--- src/rtl/sha256_msg_packer.sv ---
// Packs a byte stream into 55-byte chunks for a SHA-256 core, closes every message with a
// zero-length terminator chunk and captures the digest the core returns.
module sha256_msg_packer (
  input  logic         clk_i,
  input  logic         rst_ni,
  input  logic         in_valid_i,
  input  logic [7:0]   in_data_i,
  input  logic         in_last_i,
  output logic         in_ready_o,
  input  logic         start_empty_i,
  output logic         msg_valid_o,
  output logic [5:0]   byte_valid_o,
  output logic [439:0] msg_word_o,
  input  logic         hash_done_i,
  input  logic [255:0] fin_hash_i,
  output logic         digest_valid_o,
  output logic [255:0] digest_o,
  output logic         busy_o
);

  localparam int unsigned MaxBytes = 55;
  localparam int unsigned WordW    = 8 * MaxBytes;

  typedef enum logic [2:0] {
    StIdle,
    StFill,
    StSend,
    StGap,
    StTerm,
    StWaitHash
  } state_e;

  state_e             state_q;
  logic [5:0]         cnt_q;
  logic               last_q;
  logic [WordW-1:0]   buf_q;
  logic               in_ready_q;
  logic               msg_valid_q;
  logic [5:0]         byte_valid_q;
  logic [WordW-1:0]   msg_word_q;
  logic               digest_valid_q;
  logic [255:0]       digest_q;
  logic               busy_q;

  logic               accept;
  logic [5:0]         cnt_inc;
  logic               chunk_full;
  logic [8:0]         shamt;
  logic [WordW-1:0]   buf_wr;

  // Byte i lands at bits [439-8i -: 8]; the buffer is zero wherever no byte has been written.
  always_comb begin
    accept     = in_valid_i & in_ready_q;
    cnt_inc    = cnt_q + 6'd1;
    chunk_full = (cnt_inc == 6'(MaxBytes));
    shamt      = 9'(8 * (MaxBytes - 1)) - {cnt_q, 3'b000};
    buf_wr     = buf_q | (WordW'(in_data_i) << shamt);
  end

  always_ff @(posedge clk_i or negedge rst_ni) begin
    if (!rst_ni) begin
      state_q        <= StIdle;
      cnt_q          <= '0;
      last_q         <= 1'b0;
      buf_q          <= '0;
      in_ready_q     <= 1'b0;
      msg_valid_q    <= 1'b0;
      byte_valid_q   <= '0;
      msg_word_q     <= '0;
      digest_valid_q <= 1'b0;
      digest_q       <= '0;
      busy_q         <= 1'b0;
    end else begin
      msg_valid_q    <= 1'b0;
      digest_valid_q <= 1'b0;
      unique case (state_q)
        StIdle, StFill: begin
          in_ready_q <= 1'b1;
          if (accept) begin
            buf_q  <= buf_wr;
            cnt_q  <= cnt_inc;
            busy_q <= 1'b1;
            if (in_last_i || chunk_full) begin
              state_q      <= StSend;
              in_ready_q   <= 1'b0;
              last_q       <= in_last_i;
              msg_valid_q  <= 1'b1;
              byte_valid_q <= cnt_inc;
              msg_word_q   <= buf_wr;
            end else begin
              state_q <= StFill;
            end
          end else if (state_q == StIdle && start_empty_i && !in_valid_i) begin
            // Zero-length message: skip straight to the terminator path.
            state_q    <= StGap;
            in_ready_q <= 1'b0;
            last_q     <= 1'b1;
            busy_q     <= 1'b1;
          end
        end
        StSend: begin
          state_q <= StGap;
          buf_q   <= '0;
          cnt_q   <= '0;
        end
        StGap: begin
          if (last_q) begin
            state_q      <= StTerm;
            msg_valid_q  <= 1'b1;
            byte_valid_q <= '0;
            msg_word_q   <= '0;
          end else begin
            state_q    <= StFill;
            in_ready_q <= 1'b1;
          end
        end
        StTerm: begin
          state_q <= StWaitHash;
          last_q  <= 1'b0;
        end
        StWaitHash: begin
          if (hash_done_i) begin
            state_q        <= StIdle;
            digest_q       <= fin_hash_i;
            digest_valid_q <= 1'b1;
            in_ready_q     <= 1'b1;
            busy_q         <= 1'b0;
          end
        end
        default: begin
          state_q    <= StIdle;
          in_ready_q <= 1'b1;
          busy_q     <= 1'b0;
        end
      endcase
    end
  end

  assign in_ready_o     = in_ready_q;
  assign msg_valid_o    = msg_valid_q;
  assign byte_valid_o   = byte_valid_q;
  assign msg_word_o     = msg_word_q;
  assign digest_valid_o = digest_valid_q;
  assign digest_o       = digest_q;
  assign busy_o         = busy_q;

endmodule

--- config.mk ---
export PLATFORM = sky130hd
export DESIGN_NAME = sha256_msg_packer
export DESIGN_NICKNAME = d
export VERILOG_FILES = /design/src/rtl/sha256_msg_packer.sv
export SDC_FILE = /design/constraint.sdc
export NUM_CORES = 2
export LEC_CHECK = 0
export CORE_AREA = 2 2 380 382
export DETAILED_ROUTE_END_ITERATION = 6
export DIE_AREA = 0 0 382 384
export HOLD_SLACK_MARGIN = 0.1
export PLACE_DENSITY = 0.67
export REMOVE_ABC_BUFFERS = 1
export SLEW_MARGIN = 20
export SYNTH_ARGS = -nofsm -noshare
export SYNTH_HDL_FRONTEND = slang
export SYNTH_SLANG_ARGS = --single-unit
--- constraint.sdc ---
create_clock -name clk_i -period 4.7 [get_ports clk_i]
set_input_delay 0.705 -clock clk_i [delete_from_list [all_inputs] [get_ports clk_i]]
set_output_delay 0.705 -clock clk_i [all_outputs]
set_load 0.01 [all_outputs]
Yosys cells after proc, flatten, opt, wreduce, memory -nomap -nowiden. Cells that the tools add are included.

Order comparisons: 0. Div/mod/pow operators: 0. Multiply operators: 0. Muxes and demuxes: 37. Reductions and logical operators: 18. Add/sub/neg operators: 2. Bitwise logic cells: 4. Eq/ne operators: 13. Shift operators: 1.

Operators with widths (count): two-way mux 440 bit (4); case mux 440 bit (2 select lines) (2); OR 440 bit (1); left shift 8 x 9 -> 440 bit (1); two-way mux 6 bit (4); case mux 6 bit (2 select lines) (2); two-way mux 1 bit (15); case mux 3 bit (5 select lines) (1); two-way mux 3 bit (4); != test 2 bit (second input constant) (5); AND reduction 3 bit (3); subtractor 9 bit (first input constant) (1); adder 6 x 1 -> 6 bit (second input constant) (1); equality test 3 x 2 -> 1 bit (second input constant) (2); equality test 3 bit (second input constant) (2); equality test 6 bit (second input constant) (1); != test 3 bit (second input constant) (2); AND reduction 2 bit (3); nonzero test 2 bit (3); case mux 1 bit (2 select lines) (2); case mux 1 bit (4 select lines) (1); AND reduction 4 bit (1); OR reduction 2 bit (2); equality test 3 x 1 -> 1 bit (second input constant) (1); other kinds (9) (11).

Output and inout port bits: 706. Bits in latches: 0. Memories kept: 0. Flip-flop bits (word level): 1156. RAM bits: 0. Bits in read-only memories: 0.

Logic depth before layout (Yosys ltp).
Depth in word-level cells: 6. Gate-level depth with buffers: 11. Depth with buffers taken out: 7.

Worst setup path before layout. Ideal clock, no wire load.

Path type: register to register. Start: register cnt_q[0]. End: register msg_word_q[306], in the netlist msg_word_o[306]. Path slack: 2.254 ns. Stages on the path, launching flop included: 10. Data required time: 4.617 ns. Buffers on the path: 3. Arrival time: 2.363 ns. Library setup time: 0.083 ns. Clock period less this slack: 2.446 ns. Cells stage by stage: dfrtp_1 > clkbuf_1 > inv_1 > ha_1 > clkbuf_1 > clkbuf_1 > nand2_1 > nor3_1 > a21oi_1 > o21ai_0.

Cells in the longest elaborated chain, start to end: 6. Elaborated cells between the ends (all ways): 11. Those cells by class: add/sub: 2; eq/ne: 2; shift: 1; mux: 3; bitwise: 1; reduce/logical: 2.

RTL lines: start, declared (line 34) `logic [5:0] cnt_q;`; start signal, assigned (line 81) `cnt_q <= cnt_inc;`; subtractor 9 bit (line 56) `shamt = 9'(8 * (MaxBytes - 1)) - {cnt_q, 3'b000};`; left shift 8 x 9 -> 440 bit (line 57) `buf_wr = buf_q | (WordW'(in_data_i) << shamt);`; OR 440 bit (line 57); two-way mux 440 bit (line 83) `if (in_last_i || chunk_full) begin`; two-way mux 440 bit (line 79) `if (accept) begin`; case mux 440 bit (2 select lines) (line 76) `unique case (state_q)`; end signal, assigned (line 89) `msg_word_q <= buf_wr;`; end, declared (line 40) `logic [WordW-1:0] msg_word_q;`.

Parallel ways exist; a longest one is shown, timed or not. The select of a mux whose other input is x is not followed. A chain may end at the register's enable or synchronous reset.

Final worst setup path.
Start: register cnt_q[0]. End: register buf_q[218].

Cells in the longest elaborated chain, start to end: 5.

RTL lines: subtractor 9 bit (line 56); left shift 8 x 9 -> 440 bit (line 57); OR 440 bit (line 57); two-way mux 440 bit (line 79); case mux 440 bit (2 select lines) (line 76); end signal, assigned (line 80) `buf_q <= buf_wr;`; end, declared (line 36) `logic [WordW-1:0] buf_q;`.

No other way between the ends. The select of a mux whose other input is x is not followed.

==> summary.md <==
| Metric | Value |
|---|---|
| Proportion of layout cells with a drive suffix above 1 | `0.116` |
| RD Place Congestion | `0.827` |
| Sort of element at the start of the critical path | `register` |
| Static power due to leakage | `0.0262 uW` |
| Critical path's largest stage delay | `~0.84 ns` |
| Crit Path Class | `register to register` |
| Total number of nets in the final design | `5308` |
| Number of clock sinks | `between 1000 and 1500` |
| Max-cap violations | `0` |
| Final ANT Viol Nets | `0` |
| Row Count | `139` |
| Slew Viols, Final | `0` |
| Final Hold Viols | `0` |
| Critical Path Fanout Max | `20` |
| RSZ-0062 raised after global routing | `false` |
| Most common flop cell mapped by yosys | `sky130_fd_sc_hd__dfrtp_1` |
| Number of top-level design ports | `976` |
| Area of the core region | `143000 sq um` |
| Standard cell with the maximum stage delay on the critical path | `sky130_fd_sc_hd__a21oi_4` |
| Clock latency on the worst-skew pair | `0.76 ns` |
| Post-Layout Inst Area | `61800 sq um` |
| Register bit total from synthesis | `~1200` |
| Fin crit share | `0.826` |
| Syn Std Cell Area | `about 46000 sq um` |
| HP Class | `register to register` |
| Worst-margin pin slew | `1.07 ns` |
| Number of port buffers | `975` |
| Count of vias placed by the detailed router | `37300` |
| Final worst path period need | `between 3 and 4 ns` |
| Peak clock frequency supported by timing | `258 MHz` |
| TNS Setup | `0 ns` |
| Fraction of the yosys area taken by sequential cells | `0.631` |
| Placed standard-cell area | `around 58000 sq um` |
| Overall global routing resource usage | `0.227` |
| Residual overflow from global routing | `0` |
| Power density over the cells | `539 nW/um^2` |
| Via count of the first global-routing pass | `36500` |
| Wire length of the first global-routing pass | `249000 microns` |
| Number of distinct library cells after synthesis | `59` |
| Mean routed wirelength per cell | `24.5 microns` |
| WL final | `roughly 170000 microns` |
| Number of filler cells placed in the layout | `around 13000` |
| Most frequent standard cell in the layout excluding fill and tap cells | `sky130_fd_sc_hd__dfrtp_1` |
| Fin util | `0.433` |
| Number of violations reported at the end of detailed-routing iteration 0 | `3145` |
| Maximum number of pins on one net before global-route repair | `231` |
| Cells after Synth | `around 4200` |
| Worst-path clk slew | `about 0.060 ns` |
| Critical path arrival | `4.54 ns` |
| Root cell of the clock tree | `sky130_fd_sc_hd__clkbuf_16` |
| Cells along the critical path | `buf_4 -> ha_1 -> a21oi_2 -> a32oi_1 -> a21oi_4 -> nand2_1 -> o21ai_0` |
| Slack of the worst reg-to-reg path | `just over 0.8 ns` |
| Total die area | `147000 sq um` |
| DRC violations left | `0` |
| DP HPWL | `120000 microns` |
| Antenna violations before repair | `16` |
| Clock Skews | `0.0460 ns` |
| Power consumption | `33300 uW` |
| Worst IR drop on VDD | `0.366 mV` |
| Buffers from clock root to sink, at most | `3` |
| Final setup vio count | `0` |
| Required time of the critical path | `between 5 and 6 ns` |
| Depth of the CTS H-tree | `3` |
| Avg Inst Size Synth | `11.0 sq um` |
| Worst slew slack as a fraction of its limit | `0.282` |
| Final worst hold slack | `0.481 ns` |
| Die height | `384 microns` |
| Number of enable flip-flop cells after synthesis | `0` |
| Status | `completed` |
| Number of warnings printed during yosys synthesis | `0` |
| Effective utilization at floorplan | `0.321` |
| Die X-Extent | `around 380 microns` |
| Pre-antenna DRT Iters | `5` |
| Routed via count divided by cell count | `between 5 and 6` |
| Async set-or-reset flop fraction in the synthesized netlist | `1.00` |
| Area growth from synthesis to final layout | `34.8%` |
| Setup Buffers After CTS | `0` |
| Most used cells in the layout excluding fill and tap cells | `sky130_fd_sc_hd__dfrtp_1 (1156), sky130_fd_sc_hd__clkdlybuf4s50_1 (974), sky130_fd_sc_hd__a21oi_1 (651), sky130_fd_sc_hd__nand3_1 (461), sky130_fd_sc_hd__o21ai_0 (444)` |
| Clock tree from TritonCTS | `built` |
| Setup crit end kind | `register` |
| Number of CTS-inserted buffers | `121` |
[metal layers]
metal | part of all wire | GRT usage | up-vias
met5 | 0 | 0 | -
met4 | 0.051 | 0.115 | 0
met3 | 0.077 | 0.0519 | 334
met2 | 0.50 | 0.389 | 1637
met1 | 0.37 | 0.266 | 18700
li1 | - | - | 16600
[synth_stat cells (all sizes together) (2+ instances only)]
cell,n,area share
a2111oi,2,0.00079
a211oi,4,0.00066
a21boi,3,0.00049
a21o,2,0.00033
a21oi,658,0.072
a22o,118,0.023
a31o,2,0.00038
a31oi,55,0.0075
a32o,10,0.0022
and2,8,0.0011
and3,4,0.00055
and3b,4,0.00076
buf,119,0.016
clkbuf,239,0.020
dfrtp,1156,0.63
ha,2,0.00055
inv,5,0.00041
mux2,256,0.063
mux2i,3,0.00066
nand2,104,0.0085
nand2b,10,0.0014
nand3,462,0.050
nand4bb,2,0.00049
nor2,370,0.031
nor2b,11,0.0015
nor3,31,0.0035
nor3b,2,0.00033
o211ai,2,0.00033
o21ai,513,0.056
o22ai,2,0.00027
o31ai,4,0.00096
or2,2,0.00027
or3,2,0.00027
xnor2,3,0.00074
xor2,3,0.00074
[final timing paths]
check	startpoint	to	cells past startpoint
worst max register to register	cnt_q[0]	buf_q[218]	7
min in group asynchronous	rst_ni	msg_word_o[130]	2
worst min-delay path	buf_q[251]	buf_q[251]	2
worst max-delay path	cnt_q[0]	buf_q[218]	7
worst min register to register	buf_q[251]	buf_q[251]	2
max in group asynchronous	rst_ni	digest_o[32]	3
[power breakdown]
part | total [uW] | switching (uW) | internal (uW)
registers | 13000 | 1200 | 11800
logic | 10600 | 6110 | 4530
clock network | 9720 | 4160 | 5560
[final cells by class]
cell class                      count  area, sq um  area share
Sequential cell                  1156        28900       0.468
Multi-Input combinational cell   2663        15400       0.250
Timing Repair Buffer             1089        11000       0.178
Clock buffer                      199         3680      0.0596
Tap cell                         1903         2380      0.0385
Clock inverter                     27          339     0.00549
Inverter                            5         18.8    0.000304
Antenna cell                        4         10.0    0.000162
[state kept, by name, summed over array words and instances (netlist names)]
name            cells
buf_q             440
busy_o              1
byte_valid_o        6
cnt_q               6
digest_o          256
digest_valid_o      1
in_ready_o          1
last_q              1
msg_valid_o         1
msg_word_o        440
state_q             3
[critical path, delay by kind of cell, from the launching register on]
kind	cells	cell delay, ns
AO/OA/AOI/OAI	4	2.09
AND/OR/NAND/NOR	1	0.62
adder cells (fa/ha/maj)	1	0.50
flip-flops	1	0.36
buffers and inverters	1	0.19
[cell families (layout without fill, tap and decap cells)]
family	after synthesis	after routing	synth area share
AND/OR/NAND/NOR	1015	1015	0.101
buffers and inverters	363	1320	0.0364
XOR/XNOR	6	6	0.00147
multiplexers	259	259	0.0636
flip-flops	1156	1156	0.631
adder cells (fa/ha/maj)	2	2	0.000546
other	0	4	0
AO/OA/AOI/OAI	1381	1381	0.166
[per-stage QoR]
step                      cells  worst slack [ns]
after floorplan            3824            -13.34
after global placement     6813              1.10
after detailed placement   6813             0.946
after CTS                  7040             0.904
after global routing       7045             0.703
final                      7046             0.817
[what timing repair did]
item                                   in CTS  in global routing
endpoints found under the hold margin      59                  0
hold buffers                                1                  0
resized for setup                           0                  0
Power figures use the tool's default switching activity.
